==> config.mk <==
export PLATFORM = sky130hd
export DESIGN_NAME = if_stage
export DESIGN_NICKNAME = d
export VERILOG_FILES = /design/src/rtl/if_stage_pkg.sv /design/src/rtl/if_stage_adder.sv /design/src/rtl/if_stage.sv
export SDC_FILE = /design/constraint.sdc
export NUM_CORES = 1
export LEC_CHECK = 0
export CAP_MARGIN = 30
export CELL_PAD_IN_SITES_DETAIL_PLACEMENT = 0
export CELL_PAD_IN_SITES_GLOBAL_PLACEMENT = 1
export CORE_AREA = 4 4 89 91
export CTS_BUF_LIST = sky130_fd_sc_hd__clkbuf_16
export CTS_CLUSTER_DIAMETER = 200
export DETAILED_ROUTE_END_ITERATION = 7
export DIE_AREA = 0 0 93 95
export HOLD_SLACK_MARGIN = 0.03
export PLACE_DENSITY_LB_ADDON = 0.3
export SYNTH_ARGS = -nofsm -noshare
export SYNTH_HDL_FRONTEND = slang
export SYNTH_HIERARCHICAL = 1
export SYNTH_SLANG_ARGS = --single-unit
==> constraint.sdc <==
create_clock -name clk -period 9.1 [get_ports clk]
set_input_delay 2.73 -clock clk [delete_from_list [all_inputs] [get_ports clk]]
set_output_delay 2.73 -clock clk [all_outputs]
set_load 0.01 [all_outputs]
==> src/rtl/if_stage_pkg.sv <==
// Shared pipeline definitions: word type, opcode field, bubble and HALT encodings.
package if_stage_pkg;

    localparam int unsigned WORD_W  = 16;
    localparam int unsigned OPC_W   = 4;
    localparam int unsigned OPC_LSB = 12;

    typedef logic [WORD_W-1:0] word_t;
    typedef logic [OPC_W-1:0]  opcode_t;

    localparam word_t   NOP_INSTR   = 16'h0000;
    localparam opcode_t HALT_OPCODE = 4'hF;

    typedef enum logic {
        ST_RUN  = 1'b0,
        ST_HALT = 1'b1
    } state_t;

    // IF/ID pipeline register payload
    typedef struct packed {
        word_t instr;
        word_t pc1;
        logic  valid;
    } if_id_t;

    // Extract the opcode field instr[15:12]
    function automatic opcode_t opcode_of(input word_t w);
        return w[OPC_LSB +: OPC_W];
    endfunction

endpackage

==> src/rtl/if_stage_adder.sv <==
// 16-bit ripple-carry adder, used as the PC incrementer.
module adder_16bit
    import if_stage_pkg::*;
(
    input  logic [WORD_W-1:0] a,
    input  logic [WORD_W-1:0] b,
    input  logic              cin,
    output logic [WORD_W-1:0] sum,
    output logic              cout
);

    logic [WORD_W:0] carry;

    // Ripple the carry through one full adder per bit
    always_comb begin
        carry    = '0;
        sum      = '0;
        carry[0] = cin;
        for (int unsigned i = 0; i < WORD_W; i++) begin
            sum[i]     = a[i] ^ b[i] ^ carry[i];
            carry[i+1] = (a[i] & b[i]) | (carry[i] & (a[i] ^ b[i]));
        end
    end

    assign cout = carry[WORD_W];

endmodule

==> src/rtl/if_stage.sv <==
// Instruction-fetch stage: PC, imem addressing, PC+1 and the IF/ID register.
module if_stage
    import if_stage_pkg::*;
#(
    parameter word_t   RESET_PC    = 16'h0000,
    parameter word_t   NOP_INSTR   = if_stage_pkg::NOP_INSTR,
    parameter opcode_t HALT_OPCODE = if_stage_pkg::HALT_OPCODE
) (
    input  logic              clk,
    input  logic              rst,
    input  logic              stall,
    input  logic              flush,
    input  logic              branch_taken,
    input  logic [WORD_W-1:0] branch_target,
    output logic [WORD_W-1:0] imem_addr,
    input  logic [WORD_W-1:0] imem_data,
    output logic [WORD_W-1:0] if_id_instr,
    output logic [WORD_W-1:0] if_id_pc1,
    output logic              if_id_valid,
    output logic              halted
);

    localparam if_id_t BUBBLE = '{instr: NOP_INSTR, pc1: '0, valid: 1'b0};

    state_t state_q, state_d;
    word_t  pc_q, pc_d;
    if_id_t ifid_q, ifid_d;
    word_t  pc_plus1;
    logic   pc1_cout_unused;
    logic   is_halt_word;

    // PC incrementer; wrap at 16'hFFFF is intentional, carry is dropped
    adder_16bit u_pc_inc (
        .a    (pc_q),
        .b    (16'h0000),
        .cin  (1'b1),
        .sum  (pc_plus1),
        .cout (pc1_cout_unused)
    );

    assign is_halt_word = (opcode_of(imem_data) == HALT_OPCODE);

    // State register
    always_ff @(posedge clk or posedge rst) begin
        if (rst) begin
            state_q <= ST_RUN;
        end else begin
            state_q <= state_d;
        end
    end

    // Next state: enter HALT only on a normal RUN load of a HALT word
    always_comb begin
        state_d = state_q;
        if (branch_taken) begin
            state_d = ST_RUN;
        end else if (!flush && !stall && (state_q == ST_RUN) && is_halt_word) begin
            state_d = ST_HALT;
        end
    end

    // Output decode from the state flop
    always_comb begin
        halted = 1'b0;
        if (state_q == ST_HALT) begin
            halted = 1'b1;
        end
    end

    // Next PC and IF/ID contents, highest-priority event first
    always_comb begin
        pc_d   = pc_q;
        ifid_d = ifid_q;
        if (branch_taken) begin
            pc_d   = branch_target;
            ifid_d = BUBBLE;
        end else if (flush) begin
            ifid_d = BUBBLE;
            if (!stall) begin
                pc_d = pc_plus1;
            end
        end else if (stall) begin
            pc_d   = pc_q;
            ifid_d = ifid_q;
        end else if (state_q == ST_HALT) begin
            ifid_d = BUBBLE;
        end else begin
            ifid_d = '{instr: imem_data, pc1: pc_plus1, valid: 1'b1};
            if (!is_halt_word) begin
                pc_d = pc_plus1;
            end
        end
    end

    // PC and IF/ID registers
    always_ff @(posedge clk or posedge rst) begin
        if (rst) begin
            pc_q   <= RESET_PC;
            ifid_q <= BUBBLE;
        end else begin
            pc_q   <= pc_d;
            ifid_q <= ifid_d;
        end
    end

    assign imem_addr   = pc_q;
    assign if_id_instr = ifid_q.instr;
    assign if_id_pc1   = ifid_q.pc1;
    assign if_id_valid = ifid_q.valid;

endmodule

# After elaboration in Yosys (flattened, before gate mapping)
# Cells that the tools add are included.
[word_totals]
register_bits = 50
latch_bits = 0
mem_bits_rw = 0
mem_bits_ro = 0
output_inout_bits = 50
wordCells = 61
memories = 0
[classes]
addsub = 0
multipliers = 0
div_mod_pow = 0
n_lt_le_gt_ge = 0
n_eq_ne = 5
n_shift = 0
muxes = 13
n_bitwise = 31
reduce_logical = 7
[ops]
columns = ["op", "n"]
rows = [
  ["33-bit two-way mux", 4],
  ["16-bit two-way mux", 6],
  ["1-bit bitwise XOR", 15],
  ["1-bit AND", 14],
  ["3-bit inequality test, second input constant", 2],
  ["4-bit equality test, second input constant", 1],
  ["1-bit logical AND", 3],
  ["1-bit two-way mux", 3],
  ["3-bit by 1-bit inequality test with 1-bit output, second input constant", 1],
  ["3-bit AND reduction", 1],
  ["1-bit zero test", 2],
  ["2-bit by 1-bit inequality test with 1-bit output, second input constant", 1],
  ["1-bit inverter", 2],
  ["2-bit nonzero test", 1],
]

# Longest topological paths before layout
[depth]
word_depth = 20
depth_mapped = 22

# Cells and area by module
# The synthesis kept the hierarchy.
[modules_own_cells]
columns = ["mod", "n_inst", "cells_per_inst", "area_per_inst_um2"]
rows = [
  ["if_stage", 1, 140, 2134.5],
  ["adder_16bit", 1, 26, 357.8],
]

# Worst setup path after synthesis
# OpenSTA, ideal clock, no wires.
[synth_timing]
path_type = "flip-flop to flip-flop"
from = "register pc_q[0] (netlist: imem_addr[0])"
to = "register pc_q[15] (netlist: imem_addr[15])"
setup_time_ns = 0.125
arrival_time_ns = 6.726
required_ns = 8.975
setup_slack_ns = 2.249
stages_incl_launch_ff = 23
synth_period_minus_slack_ns = 6.851
path_cell_list = "dfrtp_1 -> fa_1 -> inv_1 -> fa_1 -> inv_1 -> fa_1 -> fa_1 -> fa_1 -> fa_1 -> fa_1 -> fa_1 -> fa_1 -> fa_1 -> fa_1 -> fa_1 -> fa_1 -> fa_1 -> fa_1 -> inv_1 -> fa_1 -> inv_1 -> mux2_2 -> mux2_2"
[synth_between]
elab_chain_cells = 20
[synth_rtl]
columns = ["item", "line", "text"]
rows = [
  ["start, declared", "if_stage.sv:26", "word_t pc_q, pc_d;"],
  ["start signal, assigned", "if_stage.sv:101", "pc_q <= pc_d;"],
  ["1-bit AND * (14 in a row)", "if_stage_adder.sv:21", "carry[i+1] = (a[i] & b[i]) | (carry[i] & (a[i] ^ b[i]));"],
  ["1-bit bitwise XOR *", "if_stage_adder.sv:20", "sum[i] = a[i] ^ b[i] ^ carry[i];"],
  ["net pc_plus1[15]", "if_stage.sv:28", "word_t pc_plus1;"],
  ["16-bit two-way mux", "if_stage.sv:89", "if (!is_halt_word) begin"],
  ["16-bit two-way mux", "if_stage.sv:85", "end else if (state_q == ST_HALT) begin"],
  ["16-bit two-way mux", "if_stage.sv:82", "end else if (stall) begin"],
  ["16-bit two-way mux *", "if_stage.sv:77", "end else if (flush) begin"],
  ["16-bit two-way mux *", "if_stage.sv:74", "if (branch_taken) begin"],
]
# Mark *: on every way through the listed nets, which the timed path passes. The rest lies on a longest branch. The select of a mux whose other input is x is not followed.
# A chain may end at the register's enable or synchronous reset.

# Worst setup path in the final report
# Ends and elaborated chain as after synthesis.

==> run metrics <==
Ant. Diodes=0; Routed Antenna Nets=0; iteration count of the initial detailed-routing pass=4; DRT Wirelength=5810 um; core area=0.00714 mm2; Ports=87; WL per Instance=15.8 um; Required @ worst endpoint=9270 ps; CP max stage cell=fa_1; dpl hpwl=4190 um; WP data arrival=7280 ps; setup slack, reg-to-reg=1990 ps; initial core utilization=34.9%; Least-Margin Pin Slew=781 ps; Synth Cell Area=0.00249 mm2; RR Startpoint=imem_addr[0]$_DFFE_PP0P_; critical path type=flip-flop to flip-flop; post-layout util=51.3%; CP Max Fanout=3; routability cong.=0.706; Comb power frac=41.9%; Fin. Hold Viols=0; final instance area=0.00366 mm2; Seq pwr share=35.1%; chip width=93 um; CP peak stage delay=430 ps; Placement Cell Area=0.00350 mm2; Tcrit/Tclk final=78.2%; num rows=31; # DRC=0; initial antenna violation count=0; R2R depth=22; fraction of layout cells with a size suffix above 1=18.7%; Slew HR=48.0%; Period minus WS final=7110 ps; beginning of the critical path=imem_addr[0]$_DFFE_PP0P_; port bufs=86; Global Route Usage Sum=14.2%; vias in the first global route=1,835; maxcap violations=0; Final TNS setup=0 ps; Max Freq=141 MHz; commonest non-fill, non-tap cell in the layout=clkdlybuf4s50_1; status=completed; CTS resizes=0; PwrDens=249 mW/mm2; chip height=95 um; RSZ-0062 raised after global routing=false; synthesized area per cell=15.1 um2; worst hold margin=479 ps; cell count after synthesis=165; cell at the root of the clock tree=clkbuf_16; Hold Path Class=flip-flop to flip-flop; Fill cells=657; Worst R2R End=imem_addr[15]$_DFFE_PP0P_; largest net degree at the start of global routing=32; clock power share=22.9%; CTS Buffer Depth=2; Final Skew=5.69 ps; CTS tree=yes; leak pwr=1.62 nW; Num CTS Buffers=5; max-slew violations=0; worst vdd rail ir drop=0.000104 V; area delta synth->final=47.3%; post-CTS setup buffers=0; hold-fix buffer count after cts=0; critical path cell sequence=fa_1 > inv_1 > fa_1 > inv_1 > fa_1 > fa_1 > fa_1 > fa_1 > fa_1 > fa_1 > fa_1 > fa_1 > fa_1 > fa_1 > fa_1 > fa_1 > fa_1 > inv_1 > fa_1 > inv_1 > mux2_2 > mux2_2; worst-skew pair later-pin latency=280 ps; H-tree levels=2; Final Net Count=320; final setup fails=0; DR vias=1,665; first-pass GRT wire length=9600 um; GRT Residual Overflow=0; Vias/cell=4.54; die area=0.00884 mm2; type of origin of the critical path=flip-flop; Crit path top cell by count=fa_1; P_int=0.000637 W; crit path to=imem_addr[15]$_DFFE_PP0P_; Reg clk slew, reported paths=70 ps; Sw Ratio=30.4%; Setup crit end kind=flip-flop; synth warn=6; Sink Count=50; Switch Pwr=0.000277 W; most frequent cells in the layout=clkdlybuf4s50_1, dfrtp_1, a22o_1; DR iter-0 viols=34
power by group through the flow:
| stage | registers (W) | clock network [W] | logic, W |
|---|---|---|---|
| 6_report | 0.000321 | 0.000210 | 0.000383 |
| 5_1_grt | 0.000330 | 0.000228 | 0.000427 |
| 4_1_cts | 0.000323 | 0.000217 | 0.000391 |
| 3_5_place_dp | 0.000326 | 0 | 0.000389 |
| 3_3_place_gp | 0.000325 | 0 | 0.000377 |
| 2_1_floorplan | 0.000341 | 0 | 0.000199 |
state kept, by name (all words and copies together) (netlist names):
signal	flops
if_id_pc1	16
state_q	1
if_id_instr	16
imem_addr	16
if_id_valid	1
stage by stage:
stage               total power, W  std cells  setup slack, ps
global route              0.000985        367             1710
global placement          0.000702        357             2120
finish                    0.000914        367             1990
floorplan                 0.000540        180             2250
detailed placement        0.000714        359             1980
CTS                       0.000930        367             1940
metal layers:
| metal | vias up | GRT usage [%] | wire [um] |
|---|---|---|---|
| met5 | - | 0 | 0 |
| met2 | 50 | 22.4 | 2770 |
| met3 | 2 | 2.87 | 246 |
| met4 | 0 | 4.03 | 35 |
| li1 | 769 | - | - |
| met1 | 844 | 19.9 | 2760 |
layout make-up:
type	instances	area, um2	area share (%)
flip-flops and latches	50	1250	34.1
multi-input cells	108	1160	31.5
repair buffers	90	923	25.2
clock buffers	5	125	3.41
well taps	99	124	3.38
inverters	12	45.0	1.23
clock inverters	3	40.0	1.09
worst max-delay path, delay by kind of cell, from the launching register on:
kind / cells / cell delay [ps]
fa+ha+maj: 16 / 5810
flops: 1 / 410
mux: 2 / 520
buf+inv: 4 / 250
worst min path at each step:
| stage | slack [ps] | from | end | cells past startpoint |
|---|---|---|---|---|
| 6_report | 480 | if_id_valid$_DFFE_PP0P_ | if_id_valid$_DFFE_PP0P_ | 1 |
| 5_1_grt | 500 | if_id_valid$_DFFE_PP0P_ | if_id_valid$_DFFE_PP0P_ | 1 |
| 4_1_cts | 480 | if_id_valid$_DFFE_PP0P_ | if_id_valid$_DFFE_PP0P_ | 1 |
| 3_5_place_dp | 470 | if_id_valid$_DFFE_PP0P_ | if_id_valid$_DFFE_PP0P_ | 1 |
| 3_3_place_gp | 460 | if_id_valid$_DFFE_PP0P_ | if_id_valid$_DFFE_PP0P_ | 1 |
| 2_1_floorplan | 510 | if_id_instr[15]$_DFFE_PP0P_ | if_id_instr[15]$_DFFE_PP0P_ | 2 |
No activity file was read; power rests on OpenSTA's default activity.
